--- config.mk ---
export PLATFORM = sky130hd
export DESIGN_NAME = ysyx_24100006_exe_redirect
export DESIGN_NICKNAME = d
export VERILOG_FILES = /design/src/rtl/ysyx_24100006_pkg.sv /design/src/rtl/ysyx_24100006_br_cmp.sv /design/src/rtl/ysyx_24100006_exe_redirect.sv
export SDC_FILE = /design/constraint.sdc
export NUM_CORES = 1
export LEC_CHECK = 0
export CAP_MARGIN = 40
export CORE_ASPECT_RATIO = 0.9
export CORE_MARGIN = 2
export CORE_UTILIZATION = 41
export DETAILED_ROUTE_END_ITERATION = 10
export HOLD_SLACK_MARGIN = 0.02
export PLACE_DENSITY_LB_ADDON = 0.3
export SLEW_MARGIN = 15
export SYNTH_ARGS = -nofsm -noshare
export SYNTH_HDL_FRONTEND = slang
export SYNTH_SLANG_ARGS = --single-unit
--- constraint.sdc ---
create_clock -name clk -period 4.15 [get_ports clk]
set_clock_uncertainty 0.1 [all_clocks]
set_input_delay 0.83 -clock clk [delete_from_list [all_inputs] [get_ports clk]]
set_output_delay 0.83 -clock clk [all_outputs]
set_load 0.02 [all_outputs]
--- src/rtl/ysyx_24100006_pkg.sv ---
// Shared definitions for the ysyx_24100006 EXE redirect slice: jump class
// encoding, redirect FSM states and the architectural reset PC.
package ysyx_24100006_pkg;

  localparam logic [2:0] JMP_NONE = 3'd0;
  localparam logic [2:0] JMP_JAL  = 3'd1;
  localparam logic [2:0] JMP_JALR = 3'd2;
  localparam logic [2:0] JMP_BEQ  = 3'd3;
  localparam logic [2:0] JMP_BNE  = 3'd4;
  localparam logic [2:0] JMP_BLT  = 3'd5;
  localparam logic [2:0] JMP_BGE  = 3'd6;
  localparam logic [2:0] JMP_CSR  = 3'd7;

  localparam logic [31:0] RESET_PC_DEFAULT = 32'h3000_0000;

  typedef enum logic [1:0] {
    IDLE       = 2'd0,
    FENCE_REQ  = 2'd1,
    FENCE_WAIT = 2'd2
  } redirect_state_e;

  function automatic logic is_branch(input logic [2:0] jump);
    return (jump >= JMP_BEQ) && (jump <= JMP_BGE);
  endfunction

endpackage

--- src/rtl/ysyx_24100006_br_cmp.sv ---
// Combinational branch resolver: evaluates BEQ/BNE/BLT(U)/BGE(U) over full-width
// operands; any non-branch jump class reports not-taken.
module ysyx_24100006_br_cmp
  import ysyx_24100006_pkg::*;
#(
  parameter int XLEN = 32
) (
  input  logic [2:0]      jump_i,
  input  logic            unsigned_i,
  input  logic [XLEN-1:0] a_i,
  input  logic [XLEN-1:0] b_i,
  output logic            taken
);

  logic w_eq;
  logic w_lt;

  // Unsigned flag only matters for the ordered compares
  always_comb begin
    w_eq = (a_i == b_i);
    if (unsigned_i) begin
      w_lt = (a_i < b_i);
    end else begin
      w_lt = ($signed(a_i) < $signed(b_i));
    end
  end

  always_comb begin
    case (jump_i)
      JMP_BEQ: taken = w_eq;
      JMP_BNE: taken = ~w_eq;
      JMP_BLT: taken = w_lt;
      JMP_BGE: taken = ~w_lt;
      default: taken = 1'b0;
    endcase
  end

endmodule

--- src/rtl/ysyx_24100006_exe_redirect.sv ---
// EXE-stage redirect unit: resolves jumps, branches, traps and fence.i, and emits
// a registered one-cycle flush. Branch statistics: define YSYX_24100006_BRANCH_STAT_EN.
module ysyx_24100006_exe_redirect
  import ysyx_24100006_pkg::*;
#(
  parameter int              XLEN     = 32,
  parameter logic [XLEN-1:0] RESET_PC = XLEN'(RESET_PC_DEFAULT)
) (
  input  logic            clk,
  input  logic            reset,
  input  logic            in_valid,
  output logic            in_ready,
  input  logic [2:0]      jump_i,
  input  logic [3:0]      alu_op_i,
  input  logic [XLEN-1:0] alu_a_data_i,
  input  logic [XLEN-1:0] alu_b_data_i,
  input  logic [XLEN-1:0] pc_add_imm_i,
  input  logic [XLEN-1:0] pc_j_m_e_n_i,
  input  logic [XLEN-1:0] pc_add_4_i,
  input  logic            is_fence_i_i,
  input  logic            irq_i,
  output logic            out_valid,
  input  logic            out_ready,
  output logic            flush_o,
  output logic [XLEN-1:0] redirect_pc_o,
  output logic            icache_flush_req_o,
  input  logic            icache_flush_ack_i
`ifdef YSYX_24100006_BRANCH_STAT_EN
  ,
  output logic [31:0]     stat_branch_o,
  output logic [31:0]     stat_taken_o,
  output logic [31:0]     stat_flush_o
`endif
);

  redirect_state_e r_state;
  redirect_state_e w_next_state;

  logic            r_flush;
  logic            r_icache_req;
  logic [XLEN-1:0] r_redirect_pc;
  logic [XLEN-1:0] r_fence_pc;

  logic            w_open;
  logic            w_fire;
  logic            w_taken;
  logic            w_redirect;
  logic            w_fence_go;
  logic [XLEN-1:0] w_target;
  logic            w_unused_alu_op;

  assign w_unused_alu_op = |alu_op_i[2:0];

  ysyx_24100006_br_cmp #(
    .XLEN (XLEN)
  ) u_br_cmp (
    .jump_i     (jump_i),
    .unsigned_i (alu_op_i[3]),
    .a_i        (alu_a_data_i),
    .b_i        (alu_b_data_i),
    .taken      (w_taken)
  );

  // Handshake: closed while a fence is in flight and during the flush cycle
  always_comb begin
    w_open    = (r_state == IDLE) & ~r_flush;
    in_ready  = out_ready & w_open;
    out_valid = in_valid & w_open;
    w_fire    = in_valid & out_ready & w_open;
  end

  // Redirect priority: irq, CSR jump, JALR, JAL, taken branch, then fence.i
  always_comb begin
    w_redirect = 1'b1;
    w_fence_go = 1'b0;
    w_target   = pc_add_imm_i;
    if (irq_i) begin
      w_target = pc_j_m_e_n_i;
    end else if (jump_i == JMP_CSR) begin
      w_target = pc_j_m_e_n_i;
    end else if (jump_i == JMP_JALR) begin
      w_target = {pc_j_m_e_n_i[XLEN-1:1], 1'b0};
    end else if (jump_i == JMP_JAL) begin
      w_target = pc_add_imm_i;
    end else if (w_taken) begin
      w_target = pc_add_imm_i;
    end else if (is_fence_i_i) begin
      w_redirect = 1'b0;
      w_fence_go = 1'b1;
    end else begin
      w_redirect = 1'b0;
    end
  end

  // FSM state register
  always_ff @(posedge clk) begin
    if (!reset) begin
      r_state <= IDLE;
    end else begin
      r_state <= w_next_state;
    end
  end

  // FSM next state: an ack seen on the first FENCE_REQ cycle is honoured at once
  always_comb begin
    w_next_state = r_state;
    case (r_state)
      IDLE: begin
        if (w_fire & w_fence_go) begin
          w_next_state = FENCE_REQ;
        end else begin
          w_next_state = IDLE;
        end
      end
      FENCE_REQ: begin
        if (icache_flush_ack_i) begin
          w_next_state = FENCE_WAIT;
        end else begin
          w_next_state = FENCE_REQ;
        end
      end
      FENCE_WAIT: w_next_state = IDLE;
      default:    w_next_state = IDLE;
    endcase
  end

  // Registered outputs: flush pulse, I-cache request and redirect target
  always_ff @(posedge clk) begin
    if (!reset) begin
      r_flush       <= 1'b0;
      r_icache_req  <= 1'b0;
      r_redirect_pc <= RESET_PC;
    end else begin
      r_flush      <= (w_fire & w_redirect) | (r_state == FENCE_WAIT);
      r_icache_req <= (w_next_state == FENCE_REQ);
      if (w_fire & w_redirect) begin
        r_redirect_pc <= w_target;
      end else if (r_state == FENCE_WAIT) begin
        r_redirect_pc <= r_fence_pc;
      end else begin
        r_redirect_pc <= r_redirect_pc;
      end
    end
  end

  // Fall-through PC of the accepted fence.i, replayed when the flush completes
  always_ff @(posedge clk) begin
    if (!reset) begin
      r_fence_pc <= RESET_PC;
    end else if (w_fire & w_fence_go) begin
      r_fence_pc <= pc_add_4_i;
    end else begin
      r_fence_pc <= r_fence_pc;
    end
  end

  assign flush_o            = r_flush;
  assign icache_flush_req_o = r_icache_req;
  assign redirect_pc_o      = r_redirect_pc;

`ifdef YSYX_24100006_BRANCH_STAT_EN
  logic [31:0] r_stat_branch;
  logic [31:0] r_stat_taken;
  logic [31:0] r_stat_flush;
  logic        w_fire_branch;

  assign w_fire_branch = w_fire & is_branch(jump_i);

  // Free-running statistics, wrapping modulo 2^32
  always_ff @(posedge clk) begin
    if (!reset) begin
      r_stat_branch <= 32'd0;
      r_stat_taken  <= 32'd0;
      r_stat_flush  <= 32'd0;
    end else begin
      r_stat_branch <= r_stat_branch + {31'd0, w_fire_branch};
      r_stat_taken  <= r_stat_taken + {31'd0, w_fire_branch & w_taken};
      r_stat_flush  <= r_stat_flush + {31'd0, r_flush};
    end
  end

  assign stat_branch_o = r_stat_branch;
  assign stat_taken_o  = r_stat_taken;
  assign stat_flush_o  = r_stat_flush;
`endif

endmodule

==> metrics.yaml <==
outcome:
  status: "complete, no violations"
place:
  port_buffers: 206
  dp_slack_ns: 0.188
  gp_congestion: 0.845
  hpwlAfterDp_um: 9640
sta:
  final-setup-viol-count: 0
  slew_headroom_pct: 66.5
  slew_viol_final: 0
  hold_viol: 0
  setup_ws_ns: 0.529
  final.min_clock_period_ns: 3.62
  timing.final.crit_share_pct: 87.3
  timing_worst_slew_pin_value_ns: 0.502
  grt_setup_unrepaired: "false"
  clock.fmax_mhz: 276
  totalNegativeSetupSlack_ns: 0
synth:
  synth-edff-count: 0
  synth_async_sr_flop_share_pct: 0
  most_repeated_cell_in_the_gate_level_netlist_after_synthesis: "sky130_fd_sc_hd__nand2_1"
  ys.flop_type: "sky130_fd_sc_hd__dfxtp_1"
  post-synth-top-area-fraction_pct: 31.6
  synth_largest_area_cell: "sky130_fd_sc_hd__dfxtp_1"
  synth.avg_cell_area_um2: 9.10
  synth.cell_area_um2: 4300
  ys_warn_count: 0
  synth-seq-area-share_pct: 31.6
  total_of_flip_flops_plus_latches_after_synthesis: 68
  post_synth_most_frequent_cells: "sky130_fd_sc_hd__nand2_1 (71), sky130_fd_sc_hd__dfxtp_1 (68), sky130_fd_sc_hd__mux2i_1 (67)"
  netlist_top_cells_area: "sky130_fd_sc_hd__dfxtp_1 (32%), sky130_fd_sc_hd__mux2i_1 (16%), sky130_fd_sc_hd__ha_1 (9.3%)"
  syn_nets: 679
  cell_variety_after_synth: 41
  post_synth_inst_count: 473
layout:
  antenna-diode-count: 0
  drive_gt1_share_pct: 9.85
  areaGrowthSynthToFinish_pct: 58.3
  total_number_of_nets_in_the_final_design: 871
  fill_cells: 858
  finish.utilization_pct: 66.5
setup_path:
  maximum_net_fanout_on_the_critical_path: 25
  worst_r2r_path_depth: 5
  cp.depth: 11
  critical_path_arrival_ns: 3.73
  critical_path.cell_chain: "clkdlybuf4s50_1 -> inv_1 -> ha_1 -> a21oi_1 -> o21ai_0 -> a221oi_1 -> o211ai_1 -> o22ai_2 -> mux2_4 -> buf_4 -> o311a_1"
  critPathCaptureType: "flop"
  timing.setup.critical_path_class: "input pin to flop"
  r2r_end: "redirect_pc_o[19]$_SDFFE_PN0P_"
  cpPeakStageDelay_ns: 0.46
  crit_slowest_cell: "sky130_fd_sc_hd__clkdlybuf4s50_1"
  worst-r2r-setup-slack_ns: 2.13
  family_of_cells_with_the_greatest_summed_delay_on_the_critical_path: "compound AO/OA/AOI/OAI gates"
  r2r_start: "r_state[1]$_SDFF_PN0_"
  critPathBufInv: 3
  required_ns: 4.26
  start_kind: "input pin"
clock_network:
  number_of_resized_instances_in_the_post_cts_repair_step: 0
  hold_buffers: 0
  postCtsSetupRepairBufs: 0
  cts_buffers: 9
  clk_transition_reported_paths_ns: 0.06
  clock_tree_from_tritoncts: "built"
  tritoncts_num_sinks: 68
  worstSkewPairLatency_ns: 0.32
  clockRootBuffer: "sky130_fd_sc_hd__clkbuf_16"
  cts_htree_levels: 3
  ctsLongestPathBuffers: 2
min_path:
  hold_start: "r_fence_pc[5]$_SDFFE_PN0P_"
  hp-class: "flop to flop"
  hold_depth: 2
  min_delay_worst_endpoint: "r_fence_pc[5]$_SDFFE_PN0P_"
global_route:
  first_global_vias: 4229
  grt_first_pass_wirelength_um: 20000
  grt_use_total_pct: 21.8
  maximum_number_of_pins_on_one_net_before_global_route_repair: 54
  globalRouteOverflowTotal: 0
  antenna_violations_before_repair: 0
routing:
  route.detailed.drc: 0
  route.detailed.wl_per_inst_um: 15.6
  vias_per_cell: 5.28
  number_of_drc_markers_in_iteration_0: 150
  number_of_search_and_repair_iterations_in_the_first_detailed_routing_pass: 6
  routed_wirelength_um: 12500
  detailroute.via_count: 4221
  antenna_violating_nets_left: 0
pwr:
  irDropWorstVdd_mv: 0.215
  p_per_area_nw_per_um2: 300
  static-leakage-power_uw: 0.00265
floorplanning:
  floorplan.initialDensity_pct: 42.0
  die_width_um: 112
  die_h_um: 101
  design.die.area_um2: 11300
  count_of_boundary_i_o_pins: 210
  core_um2: 10200
  floorplan.rows: 35
run:
  timing.max_cap.violations: 0
-- where the power goes --
group          internal [uW]  switching, uW  total (uW)
Clock                    529            296         825
Sequential               684           15.7         700
Combinational            305            216         521
-- stage by stage --
step           cells  cell area [um^2]  hold slack (ns)  power, uW
2_1_floorplan    473              4300            0.334        957
3_3_place_gp     781              6450            0.342       1210
3_5_place_dp     783              6490            0.350       1240
4_1_cts          799              6810            0.358       2070
5_1_grt          799              6810            0.374       2150
6_report         799              6810            0.358       2050
-- final cells by class --
class | instances | area [um^2] | area share [%]
clock buffers | 9 | 225 | 3.31
well taps | 129 | 161 | 2.37
multi-input cells | 336 | 2640 | 38.8
clock inverters | 7 | 98.8 | 1.45
inverters | 35 | 131 | 1.93
repair buffers | 215 | 2190 | 32.1
flip-flops and latches | 68 | 1360 | 20.0
-- layout by cell type, fill, tap and decap left out, types with 9 or more instances in the layout --
master and count:
sky130_fd_sc_hd__nand2_1 70, sky130_fd_sc_hd__mux2i_1 67, sky130_fd_sc_hd__a21oi_1 15, sky130_fd_sc_hd__mux2_2 29, sky130_fd_sc_hd__o21ai_0 34, sky130_fd_sc_hd__o311a_1 30, sky130_fd_sc_hd__ha_1 32, sky130_fd_sc_hd__inv_1 35
sky130_fd_sc_hd__clkbuf_16 9, sky130_fd_sc_hd__dfxtp_1 68, sky130_fd_sc_hd__clkdlybuf4s50_1 205
-- layer usage --
metal  wire [um]  vias to the layer above  track usage (%)
li1            -                     2087                -
met1        5070                     1950             25.0
met2        6180                      153             39.0
met3         827                       31             5.69
met4         414                        0             9.19
met5           0                        -                0
-- registers in the layout, summed over array words and instances, names as in the netlist --
signal              flops
r_fence_pc             32
redirect_pc_o          32
r_state                 2
flush_o                 1
icache_flush_req_o      1
-- worst max path at each step --
stage,endpoint,slack (ns),startpoint
6_report,redirect_pc_o[19]$_SDFFE_PN0P_,0.53,alu_b_data_i[19]
5_1_grt,r_fence_pc[23]$_SDFFE_PN0P_,0.32,alu_b_data_i[23]
4_1_cts,r_fence_pc[24]$_SDFFE_PN0P_,0.51,alu_a_data_i[30]
3_5_place_dp,redirect_pc_o[19]$_SDFFE_PN0P_,0.19,alu_b_data_i[19]
3_3_place_gp,flush_o$_SDFF_PN0_,0.30,alu_b_data_i[29]
2_1_floorplan,icache_flush_req_o$_SDFF_PN0_,0.87,alu_b_data_i[14]
-- worst register-to-register path, stage by stage (launching register included) --
cell and delay, ns:
sky130_fd_sc_hd__dfxtp_1 0.39, sky130_fd_sc_hd__nor2b_4 0.43, sky130_fd_sc_hd__buf_4 0.48, sky130_fd_sc_hd__mux2i_1 0.25
sky130_fd_sc_hd__o21ai_0 0.11, sky130_fd_sc_hd__o311a_1 0.14
-- logic make-up after synthesis --
family	after synthesis	synth area share (%)
buffers and inverters	69	7.44
flip-flops	68	31.6
AND/OR/NAND/NOR	107	11.5
AO/OA/AOI/OAI	100	16.6
adder cells (fa/ha/maj)	32	9.30
multiplexers	97	23.5
Note: power is estimated with default switching activity, not from simulation.
